$ cat src/rtl/demux2_pkg.sv
// Shared constants for the two-way frame demultiplexer: FSM encoding, widths.
// Latency: n/a (declarations only).
// Backpressure: n/a (declarations only).
package demux2_pkg;

   // Sample width on the stream datapath
   localparam int DATA_W = 16;

   // Width of the optional per-port frame counters
   localparam int CNT_W = 8;

   // Frame-tracking FSM encoding (kept as plain constants for legacy tools)
   localparam logic [1:0] IDLE    = 2'd0;
   localparam logic [1:0] FRAME_A = 2'd1;
   localparam logic [1:0] FRAME_B = 2'd2;

   // State entered when a multi-beat frame opens towards the given port
   function automatic logic [1:0] open_state(input logic to_b);
      return to_b ? FRAME_B : FRAME_A;
   endfunction

endpackage

$ cat src/rtl/demux2_stream_if.sv
// Valid/ready sample stream bundle with a Last marker per beat.
// Latency: n/a (wiring only).
// Backpressure: beat transfers when valid & ready; the master holds data/last while valid & !ready.
interface demux2_stream_if #(
   parameter int DATA_W = demux2_pkg::DATA_W
) ();

   logic [DATA_W-1:0] data;
   logic              valid;
   logic              last;
   logic              ready;

   // Producer side of the stream
   modport master (
      output data,
      output valid,
      output last,
      input  ready
   );

   // Consumer side of the stream
   modport slave (
      input  data,
      input  valid,
      input  last,
      output ready
   );

endinterface

$ cat src/rtl/demux2_stream_reg_slice.sv
// One-entry valid/ready register slice carrying a sample and its Last flag.
// Latency: one cycle from load to valid output.
// Backpressure: can_load = !valid | ready, so a full slice accepts a new beat in the cycle it drains.
module stream_reg_slice
   import demux2_pkg::*;
#(
   parameter int W = DATA_W
) (
   input  logic         clk,
   input  logic         rst_n,
   // Load side: the caller only asserts load while can_load is high
   input  logic         load,
   input  logic [W-1:0] load_data,
   input  logic         load_last,
   output logic         can_load,
   // Downstream side
   input  logic         ready,
   output logic         valid,
   output logic [W-1:0] data,
   output logic         last
);

   // Free when empty, or when the held beat leaves this cycle
   assign can_load = !valid | ready;

   // Valid flag: set on load (wins over drain), cleared when the held beat is taken
   always_ff @(posedge clk or negedge rst_n) begin
      if (!rst_n) begin
         valid <= 1'b0;
      end else if (load) begin
         valid <= 1'b1;
      end else if (ready) begin
         valid <= 1'b0;
      end
   end

   // Payload only changes on load, so it stays stable while stalled
   always_ff @(posedge clk or negedge rst_n) begin
      if (!rst_n) begin
         data <= '0;
         last <= 1'b0;
      end else if (load) begin
         data <= load_data;
         last <= load_last;
      end
   end

endmodule

$ cat src/rtl/demux2_stream.sv
// Two-way frame demultiplexer: steers each input frame to port A or B using Sel sampled on its first beat.
// Latency: one cycle (per-port register slice), one beat per cycle when the routed port is ready.
// Backpressure: in_ready follows only the routed port's slice; the other port keeps draining on its own.
// Optional build macro DEMUX2_FRAME_CNT_EN adds per-port completed-frame counters frames_a/frames_b.
module demux2_stream
   import demux2_pkg::*;
(
   input  logic                    clk,
   input  logic                    rst_n,
   input  logic                    sel,
   demux2_stream_if.slave          in_s,
   demux2_stream_if.master         out_a,
   demux2_stream_if.master         out_b
`ifdef DEMUX2_FRAME_CNT_EN
   ,
   output logic [CNT_W-1:0]        frames_a,
   output logic [CNT_W-1:0]        frames_b
`endif
);

   logic [1:0] state;
   logic [1:0] state_nxt;
   logic       route_b;
   logic       a_can_load;
   logic       b_can_load;
   logic       in_ready;
   logic       accept;
   logic       load_a;
   logic       load_b;

   // Destination of the current beat: live Sel only between frames, otherwise the open frame's port
   always_comb begin
      route_b = 1'b0;
      case (state)
         IDLE:    route_b = sel;
         FRAME_B: route_b = 1'b1;
         default: route_b = 1'b0;
      endcase
   end

   // Readiness is taken from the routed slice only, never from the other port
   assign in_ready   = route_b ? b_can_load : a_can_load;
   assign in_s.ready = in_ready;
   assign accept     = in_s.valid & in_ready;
   assign load_a     = accept & !route_b;
   assign load_b     = accept &  route_b;

   // Frame tracking: open on a non-last accepted beat from IDLE, close on an accepted last beat
   always_comb begin
      state_nxt = state;
      case (state)
         IDLE, FRAME_A, FRAME_B: begin
            if (accept) begin
               state_nxt = in_s.last ? IDLE : open_state(route_b);
            end
         end
         default: state_nxt = IDLE;
      endcase
   end

   // State register; reset discards any partially forwarded frame
   always_ff @(posedge clk or negedge rst_n) begin
      if (!rst_n) begin
         state <= IDLE;
      end else begin
         state <= state_nxt;
      end
   end

   stream_reg_slice #(.W(DATA_W)) u_slice_a (
      .clk       (clk),
      .rst_n     (rst_n),
      .load      (load_a),
      .load_data (in_s.data),
      .load_last (in_s.last),
      .can_load  (a_can_load),
      .ready     (out_a.ready),
      .valid     (out_a.valid),
      .data      (out_a.data),
      .last      (out_a.last)
   );

   stream_reg_slice #(.W(DATA_W)) u_slice_b (
      .clk       (clk),
      .rst_n     (rst_n),
      .load      (load_b),
      .load_data (in_s.data),
      .load_last (in_s.last),
      .can_load  (b_can_load),
      .ready     (out_b.ready),
      .valid     (out_b.valid),
      .data      (out_b.data),
      .last      (out_b.last)
   );

`ifdef DEMUX2_FRAME_CNT_EN
   // Count frames completed towards A; wraps naturally at the counter width
   always_ff @(posedge clk or negedge rst_n) begin
      if (!rst_n) begin
         frames_a <= '0;
      end else if (load_a && in_s.last) begin
         frames_a <= frames_a + 1'b1;
      end
   end

   // Count frames completed towards B; wraps naturally at the counter width
   always_ff @(posedge clk or negedge rst_n) begin
      if (!rst_n) begin
         frames_b <= '0;
      end else if (load_b && in_s.last) begin
         frames_b <= frames_b + 1'b1;
      end
   end
`endif

endmodule

$ cat src/flat_wrapper.sv
// flat-port wrapper written by rule: the top's interface ports become plain ports
module demux2_stream_flat import demux2_pkg::*;
  (clk, rst_n, sel, in_s_data, in_s_valid, in_s_last, in_s_ready, out_a_data, out_a_valid, out_a_last, out_a_ready, out_b_data, out_b_valid, out_b_last, out_b_ready);
  demux2_stream_if in_s_i ();
  demux2_stream_if out_a_i ();
  demux2_stream_if out_b_i ();
  input  logic clk;
  input  logic rst_n;
  input  logic sel;
  input wire logic [$bits(in_s_i.data)-1:0] in_s_data;
  input wire logic [$bits(in_s_i.valid)-1:0] in_s_valid;
  input wire logic [$bits(in_s_i.last)-1:0] in_s_last;
  output wire logic [$bits(in_s_i.ready)-1:0] in_s_ready;
  output wire logic [$bits(out_a_i.data)-1:0] out_a_data;
  output wire logic [$bits(out_a_i.valid)-1:0] out_a_valid;
  output wire logic [$bits(out_a_i.last)-1:0] out_a_last;
  input wire logic [$bits(out_a_i.ready)-1:0] out_a_ready;
  output wire logic [$bits(out_b_i.data)-1:0] out_b_data;
  output wire logic [$bits(out_b_i.valid)-1:0] out_b_valid;
  output wire logic [$bits(out_b_i.last)-1:0] out_b_last;
  input wire logic [$bits(out_b_i.ready)-1:0] out_b_ready;
  assign in_s_i.data = in_s_data;
  assign in_s_i.valid = in_s_valid;
  assign in_s_i.last = in_s_last;
  assign in_s_ready = in_s_i.ready;
  assign out_a_data = out_a_i.data;
  assign out_a_valid = out_a_i.valid;
  assign out_a_last = out_a_i.last;
  assign out_a_i.ready = out_a_ready;
  assign out_b_data = out_b_i.data;
  assign out_b_valid = out_b_i.valid;
  assign out_b_last = out_b_i.last;
  assign out_b_i.ready = out_b_ready;
  demux2_stream u_core (.clk(clk), .rst_n(rst_n), .sel(sel), .in_s(in_s_i), .out_a(out_a_i), .out_b(out_b_i));
endmodule
$ cat config.mk
export PLATFORM = sky130hd
export DESIGN_NAME = demux2_stream_flat
export DESIGN_NICKNAME = d
export VERILOG_FILES = /design/src/rtl/demux2_pkg.sv /design/src/rtl/demux2_stream_if.sv /design/src/rtl/demux2_stream_reg_slice.sv /design/src/rtl/demux2_stream.sv /design/src/flat_wrapper.sv
export SDC_FILE = /design/constraint.sdc
export NUM_CORES = 1
export LEC_CHECK = 0
export ABC_CLOCK_PERIOD_IN_PS = 1850
export CAP_MARGIN = 20
export CORE_MARGIN = 8
export CORE_UTILIZATION = 30
export DETAILED_ROUTE_END_ITERATION = 10
export GPL_TIMING_DRIVEN = 0
export PLACE_DENSITY = 0.61
export SYNTH_ARGS = -nofsm -noshare
export SYNTH_HDL_FRONTEND = slang
export SYNTH_HIERARCHICAL = 1
export SYNTH_SLANG_ARGS = --single-unit
$ cat constraint.sdc
create_clock -name clk -period 1.85 [get_ports clk]
set_input_delay 0.2775 -clock clk [delete_from_list [all_inputs] [get_ports clk]]
set_output_delay 0.2775 -clock clk [all_outputs]
set_load 0.01 [all_outputs]
Yosys cells after proc, flatten, opt, wreduce, memory -nomap -nowiden
Index checks and enable logic that the tools add are counted.
- register bits after elaboration: 38
- output and inout bits: 37
- word-level logic and storage cells: 32
- input port bits: 23
- reduce and logical (&&, ||, !) cells: 7
- equality and inequality tests: 3
- mux-type cells: 10
- bitwise operators: 5
- operator list (kind ; number):
    $mux W2 ; 4
    $mux W1 ; 5
    $reduce_bool A2 Y1 ; 2
    $and A1 B1 Y1 ; 3
    $logic_not A1 Y1 ; 3
    $reduce_or A3 Y1 ; 1
    $eq A2 B1 Y1 const B ; 1
    $eq A2 B2 Y1 const B ; 1
    $logic_not A2 Y1 ; 1
    $ne A2 B1 Y1 const B ; 1
    $or A1 B1 Y1 ; 2
    $pmux W1 S2 ; 1

Logic depth before layout (Yosys ltp)
Gate-level depths: netlist (run 1).
- depth in word-level cells: 6
- mapped depth: 6
- gate-level depth less buffers: 4

Hierarchy
Netlist (run 1), hierarchy kept.
- modules (own cells, without submodules) (module ; cells each ; seq. area each (um2) ; times used ; area an instance (um2)):
    stream_reg_slice ; 39 ; 450.4 ; 2 ; 719.4
    demux2_stream ; 12 ; 50.0 ; 1 ; 136.4

Worst setup path before layout (run 1)
No wires, ideal clock.
- path type: register to register
- start: register u_core.state[0]
- end: register u_core.u_slice_a.data[10]
- path buffers: 2
- setup slack: 0.417 ns
- arrival time: 1.307 ns
- period minus slack after synthesis: 1.433 ns
- data required time: 1.725 ns
- setup time: 0.125 ns
- stages on the path, launching flop included: 6
- path through: dfrtp_1 -> o21bai_4 -> and3_2 -> buf_6 -> buf_12 -> mux2_4
- longest elaborated chain between the ends: 5
- elaborated cells between the ends (all ways): 7
- classes of those cells: 1 x eq/ne; 2 x mux; 2 x bitwise; 2 x reduce/logical
- ends and longest elaborated chain (element ; RTL line ; source):
    start: declaration ; demux2_stream.sv:21 ; logic [1:0] state;
    start signal: assignment ; demux2_stream.sv:66 ; state <= state_nxt;
    $eq A2 B2 Y1 / $logic_not A2 Y1 (equally long branches) ; demux2_stream.sv:34 ; case (state)
    $pmux W1 S2 (*) ; demux2_stream.sv:34 ;
    $mux W1 ; demux2_stream.sv:42 ; assign in_ready = route_b ? b_can_load : a_can_load;
    $and A1 B1 Y1 ; demux2_stream.sv:44 ; assign accept = in_s.valid & in_ready;
    $and A1 B1 Y1 (*) ; demux2_stream.sv:45 ; assign load_a = accept & !route_b;
    net u_core.load_a ; demux2_stream.sv:28 ; logic load_a;
    end signal: assignment ; demux2_stream_reg_slice.sv:43 ; data <= load_data;
    end: declaration ; demux2_stream_reg_slice.sv:19 ; output logic [W-1:0] data,
The timed path passes the listed nets; every way through them passes the cells marked *.
A chain may end at the register's enable or synchronous reset.

Worst setup path in the final report (run 1)
- start: register u_core.state[1]
- end: output port in_s_ready
- longest elaborated chain between the ends: 3
- elaborated cells between the ends (all ways): 4
- classes of those cells: 1 x eq/ne; 2 x mux; 1 x reduce/logical
- ends and longest elaborated chain (element ; RTL line ; source):
    $eq A2 B2 Y1 / $logic_not A2 Y1 (equally long branches) ; demux2_stream.sv:34 ;
    $pmux W1 S2 (*) ; demux2_stream.sv:34 ;
    $mux W1 (*) ; demux2_stream.sv:42 ;
    end: declaration ; flat_wrapper.sv:13 ; output wire logic [$bits(in_s_i.ready)-1:0] in_s_ready;
Mark *: on every way between the ends. The rest lies on a longest branch, timed or not.

==> results.sh, run 1 <==
export IMPL_arrival_ns=1.48
export IMPL_multi_input_area_sq_um=561.8
export IMPL_grt_max_degree=39
export IMPL_fin_nets=179
export IMPL_required_ns=1.57
export IMPL_path_class="flip-flop to output port"
export IMPL_r2r_setup_slack_ns=0.29
export IMPL_setup_viol=0
export IMPL_die_h_um=88.46
export IMPL_path_clk_slew_ns=0.07
export IMPL_fin_area_sq_um=2337
export IMPL_synth_cells=90
export IMPL_clk_latency_ns=0.28
export IMPL_yosysMostFrequentCell="dfrtp_1"
export IMPL_cp_end_kind="output port"
export IMPL_synth_common_cells="dfrtp_1 (38), mux2_4 (19), mux2_2 (16)"
export IMPL_worstMarginPinSlew_ns=0.8419
export IMPL_rsz0062_at_grt="false"
export IMPL_cp_cell_sequence="o21bai_4 > mux2_4 > dlygate4sd2_1"
export IMPL_min_period_ns=1.758
export IMPL_core_sq_um=5075
export IMPL_status="finished, final reports clean"
export IMPL_setup_slack_ns=0.09184
export IMPL_drv_cap=0
export IMPL_avgSynthCellArea_sq_um=17.50
export IMPL_start_kind="flip-flop"
export IMPL_yosysUniqueCellTypes=14
export IMPL_drc=0
export IMPL_io_buffers=59
export IMPL_root_buffer="clkbuf_8"
export IMPL_grtUsageTotal_pct=9.878
export IMPL_synth_nets=113
export IMPL_dpl_hpwl_um=2633
export IMPL_fin_skew_ns=0.006618
export IMPL_slew_headroom_pct=43.87
export IMPL_antenna_found_initial=0
export IMPL_cts_sinks=38
export IMPL_num_vias=1002
export IMPL_grt_pass1_wl_um=5913
export IMPL_io_pins=60
export IMPL_drt_total_wl_um=3652
export IMPL_slowest_stage="dfrtp_1"
export IMPL_utilization_pct=46.06
export IMPL_first_pass_iters=3
export IMPL_cts_setup_buffers=0
export IMPL_initial_utilization_pct=31.04
export IMPL_finalCritPeriodShare_pct=95.04
export IMPL_whs_ns=0.09461
export IMPL_r2r_end="u_core/u_slice_a/data[5]$_DFFE_PN0P_"
export IMPL_ant_nets=0
export IMPL_reg2regPathDepth=5
export IMPL_synth_area_sq_um=1575
export IMPL_grt_overflow_total=0
export IMPL_powerDensity_nw_per_um2=1594
export IMPL_grt_pass1_vias=1162
export IMPL_die_area_sq_um=7825
export IMPL_synth_ff_latch_count=38
export IMPL_yosysSeqAreaShare_pct=60.37
export IMPL_critPathTopFamily="flip-flops"
export IMPL_die_w_um=88.46
export IMPL_cts_tree="yes"
export IMPL_syn_to_final_growth_pct=48.37
export IMPL_place_area_sq_um=2248
export IMPL_h_tree_depth=2
export IMPL_synth_main_ff_cell="dfrtp_1"
export IMPL_std_cell_rows=26
export IMPL_crit_reg2reg_launch="u_core/state[1]$_DFFE_PN0P_"
export IMPL_routabilityCongestion=0.6629
export IMPL_fillerInstances=476
export IMPL_synth_top_area_share_pct=60.37
export IMPL_slew_viol_final=0
export IMPL_place_ws_ns=-0.1733
export IMPL_slowest_delay_ns=0.42
export IMPL_fmax_mhz=568.8
export IMPL_drt_iter0_markers=20
export IMPL_seq_area_sq_um=950.9
export IMPL_yosysTopAreaCell="dfrtp_1"
export IMPL_holdCritPathClass="primary input to asynchronous set/reset pin"
export IMPL_critPathMaxFanout=3
export IMPL_synth_edf_count=0
export IMPL_post_drt_wl_per_cell_um=16.09
export IMPL_async_flop_share_pct=100.0
export IMPL_hold_viol_final=0
export IMPL_drive_gt1_share_pct=31.21
export IMPL_numCtsBuffers=5
export IMPL_p_leak_nw=0.9974
export IMPL_max_vdd_ir_drop_mv=0.6467
export IMPL_yosys_warnings=6
export IMPL_synth_area_leaders="dfrtp_1 (60%), mux2_4 (18%), mux2_2 (11%), buf_12 (2.5%), nand2b_1 (1.6%)"
export IMPL_clockBufferDepth=2
export IMPL_vias_per_cell=4.414
export IMPL_num_antenna_cells=0
export IMPL_path_buf_inv=1
worst max-delay path by stage:
stage,slack [ns],from,cells after the start,to
after CTS,0.08,u_core/state[1]$_DFFE_PN0P_,3,in_s_ready
final,0.09,u_core/state[1]$_DFFE_PN0P_,3,in_s_ready
after floorplan,0.42,u_core/state[0]$_DFFE_PN0P_,5,u_core/u_slice_a/data[10]$_DFFE_PN0P_
after detailed placement,-0.17,sel,4,in_s_ready
after global routing,0.02,u_core/state[1]$_DFFE_PN0P_,3,in_s_ready
after global placement,-0.30,rst_n,1,u_core/u_slice_a/data[10]$_DFFE_PN0P_
flip-flops by register name (all words and copies together) (netlist names):
name,flops
u_core/u_slice_a/data,16
u_core/u_slice_b/data,16
u_core/state,2
u_core/u_slice_a/last,1
u_core/u_slice_a/valid,1
u_core/u_slice_b/last,1
u_core/u_slice_b/valid,1
worst reg2reg max path: stages, from the launching register on:
cell	delay [ns]
dfrtp_1	0.42
o21bai_4	0.19
and3_2	0.21
buf_6	0.16
buf_12	0.16
mux2_4	0.31
layer usage:
metal / GRT usage, % / wire (um) / vias to the layer above
li1: - / - / 446
met1: 10.73 / 1439 / 500
met2: 15.14 / 1651 / 49
met3: 6.871 / 525 / 7
met4: 2.765 / 36 / 0
met5: 0 / 0 / -
area by class of cell:
cell class                      instances  area share [%]
Buffer                                  4           2.677
Sequential cell                        38           40.69
Timing Repair Buffer                   59           24.95
Multi-Input combinational cell         48           24.04
Clock buffer                            7           3.694
Tap cell                               70           3.747
Clock inverter                          1          0.2141
layout by cell type (no fill, tap or decap), drive strengths merged:
cell | netlist | routed
o21a | 1 | 1
nor2 | 1 | 1
dlygate4sd2 | 0 | 2
and3 | 1 | 1
clkdlybuf4s50 | 0 | 56
a311oi | 1 | 1
buf | 4 | 5
o21bai | 1 | 1
dfrtp | 38 | 38
mux2 | 35 | 35
a31oi | 2 | 2
nand2 | 1 | 1
nand2b | 4 | 4
and3b | 1 | 1
clkinv | 0 | 1
clkbuf | 0 | 7
stage by stage:
stage	total power, mW	cells	setup TNS [ns]
floorplan	2.227	90	0
global placement	3.167	219	-11.82
detailed placement	3.203	219	-1.335
CTS	3.798	227	0
global route	3.973	227	0
finish	3.725	227	0
logic make-up (layout without fill, tap and decap cells):
family                 count (synthesis)  count (layout)  share of synthesized area, %
DFF                                   38              38                         60.37
muxes                                 35              35                         29.55
and+or+nand+nor                        8               8                         3.097
AOI/OAI and AO/OA                      5               5                         3.019
buffers and inverters                  4              71                         3.971
power by group:
part,leakage (nW),internal [mW],switching (mW)
clock,0.0482,0.300,0.263
sequential,0.448,1.21,0.210
combinational,0.502,1.15,0.591
repair_timing:
| action | CTS | global route |
|---|---|---|
| gates resized for setup | 2 | 0 |
| setup endpoints to repair | 1 | 0 |
| hold buffers | 0 | 0 |
Note: power is estimated with default switching activity, not from simulation.
==> run 2, diff against run 1 <==
GPL_ROUTABILITY_DRIVEN = 0   (was not set)
==> results of run 2 <==
The final DEF is identical to that of run 1; final timing and power are the same.
==> run 3, diff against run 2 <==
CORE_MARGIN = 2   (was 8)
==> run 3 against run 2 <==
- clock-buffer cell count is the same
- power grew 0.48%
- sequential share of layout area shrank 0.13 points
- critical path depth is the same
- final cell count grew 0.44%
- combinational power is essentially flat
- worst hold slack lost 0.0055 ns
- critical path type unchanged
- critical endpoint unchanged
- largest cell class unchanged
==> results.sh, run 3 (same netlist as run 1, synthesis figures left out) <==
export IMPL_drt_iter0_markers=35
export IMPL_std_cell_rows=26
export IMPL_slowest_delay_ns=0.41
export IMPL_max_vdd_ir_drop_mv=0.7380
export IMPL_grt_pass1_vias=1114
export IMPL_first_pass_iters=2
export IMPL_numCtsBuffers=5
export IMPL_crit_reg2reg_launch="u_core/state[1]$_DFFE_PN0P_"
export IMPL_reg2regPathDepth=5
export IMPL_critPathMaxFanout=3
export IMPL_die_area_sq_um=5846
export IMPL_syn_to_final_growth_pct=48.85
export IMPL_path_clk_slew_ns=0.07
export IMPL_slowest_stage="dfrtp_1"
export IMPL_r2r_end="u_core/u_slice_a/data[4]$_DFFE_PN0P_"
export IMPL_whs_ns=0.08907
export IMPL_num_vias=1017
export IMPL_clk_latency_ns=0.29
export IMPL_swShare_pct=28.73
export IMPL_powerDensity_nw_per_um2=1596
export IMPL_cts_sinks=38
export IMPL_p_int_mw=2.667
export IMPL_initial_utilization_pct=31.04
export IMPL_power_frac_clock_pct=15.5
export IMPL_finalCritPeriodShare_pct=94.28
export IMPL_fin_skew_ns=0.004077
export IMPL_grtUsageTotal_pct=12.81
export IMPL_cts_tree="yes"
export IMPL_ant_nets=0
export IMPL_core_sq_um=5075
export IMPL_root_buffer="clkbuf_8"
export IMPL_ctsHoldBuffers=0
export IMPL_fin_nets=180
export IMPL_grt_overflow_total=0
export IMPL_io_pins=60
export IMPL_drc=0
export IMPL_io_buffers=59
export IMPL_drt_total_wl_um=3473
export IMPL_status="finished, final reports clean"
export IMPL_min_period_ns=1.744
export IMPL_hold_viol_final=0
export IMPL_fmax_mhz=573.3
export IMPL_cp_cell_sequence="o21bai_4 > mux2_4 > dlygate4sd2_1"
export IMPL_die_w_um=76.46
export IMPL_pwr_share_seq_pct=38.1
export IMPL_p_switching_mw=1.075
export IMPL_h_tree_depth=2
export IMPL_drive_gt1_share_pct=31.65
export IMPL_grt_pass1_wl_um=5892
export IMPL_worstMarginPinSlew_ns=0.8569
export IMPL_start_kind="flip-flop"
export IMPL_pwr_share_comb_pct=46.4
export IMPL_required_ns=1.57
export IMPL_antenna_found_initial=0
export IMPL_arrival_ns=1.47
export IMPL_p_leak_nw=1.003
export IMPL_num_antenna_cells=0
export IMPL_slew_viol_final=0
export IMPL_setup_viol=0
export IMPL_place_ws_ns=-0.1523
export IMPL_dpl_hpwl_um=2420
export IMPL_top_regs="u_core/u_slice_a/data x16, u_core/u_slice_b/data x16, u_core/state x2"
export IMPL_post_drt_wl_per_cell_um=15.23
export IMPL_cp_end_kind="output port"
export IMPL_vias_per_cell=4.461
export IMPL_final_common_cell="clkdlybuf4s50_1"
export IMPL_startpoint="u_core/state[1]$_DFFE_PN0P_"
export IMPL_path_class="flip-flop to output port"
export IMPL_holdCritPathClass="primary input to asynchronous set/reset pin"
export IMPL_final_cell_mix="clkdlybuf4s50_1 (56), dfrtp_1 (38), mux2_4 (19)"
export IMPL_rsz0062_at_grt="false"
export IMPL_r2r_setup_slack_ns=0.31
export IMPL_slew_headroom_pct=42.87
export IMPL_grt_max_degree=39
export IMPL_drv_cap=0
export IMPL_die_h_um=76.46
export IMPL_setup_slack_ns=0.1058
export IMPL_clockBufferDepth=2
export IMPL_endpoint="in_s_ready"
-- run 3: power by group through the flow --
stage	clock, mW	sequential, mW	combinational [mW]
5_1_grt	0.653	1.49	1.84
3_3_place_gp	0	1.42	1.72
4_1_cts	0.602	1.44	1.76
3_5_place_dp	0	1.45	1.74
2_1_floorplan	0	1.60	0.629
6_report	0.580	1.43	1.74
-- run 3: how the worst min path moves through the flow --
stage / from / to / cells after the start
after floorplan: rst_n / u_core/state[0]$_DFFE_PN0P_ / 0
after global placement: u_core/state[0]$_DFFE_PN0P_ / u_core/state[1]$_DFFE_PN0P_ / 1
after detailed placement: rst_n / u_core/u_slice_b/data[15]$_DFFE_PN0P_ / 1
after CTS: rst_n / u_core/u_slice_a/data[2]$_DFFE_PN0P_ / 1
after global routing: rst_n / u_core/u_slice_a/data[5]$_DFFE_PN0P_ / 1
final: rst_n / u_core/u_slice_a/data[2]$_DFFE_PN0P_ / 1
-- run 3: cell type report --
type | instances | area (sq um)
plain buffers | 4 | 62.56
clock buffers | 7 | 86.33
clock inverters | 1 | 5.005
fillers | 473 | 2730
multi-input cells | 48 | 561.8
flip-flops and latches | 38 | 950.9
well taps | 70 | 87.58
repair buffers | 60 | 590.6
-- run 3: timing repair --
action	in CTS	in global routing
endpoints found under the setup margin	1	0
gates resized for setup	2	0
setup buffers	1	0
-- run 3: per-stage QoR --
stage	area, sq um	cells	setup TNS, ns	total power [mW]	utilization (%)
after floorplan	1575	90	0	2.227	-
after global placement	2253	219	-12.68	3.140	44.40
after detailed placement	2248	219	-0.8630	3.187	44.30
after CTS	2345	228	0	3.797	46.20
after global routing	2345	228	0	3.981	46.20
final	2345	228	0	3.742	46.20
-- run 3: layer usage --
metal | track usage [%] | vias to the layer above | part of all wire (%)
li1 | - | 449 | -
met1 | 16.01 | 514 | 43
met2 | 19.65 | 50 | 46
met3 | 6.872 | 4 | 9.9
met4 | 2.727 | 0 | 0.63
met5 | 0 | - | 0
-- run 3: worst max-delay path, delay by kind of cell, from the launching register on --
| family | cells | cell delay, ns |
|---|---|---|
| multiplexers | 1 | 0.30 |
| buffers and inverters | 1 | 0.28 |
| flip-flops | 1 | 0.41 |
| AO/OA/AOI/OAI | 1 | 0.18 |
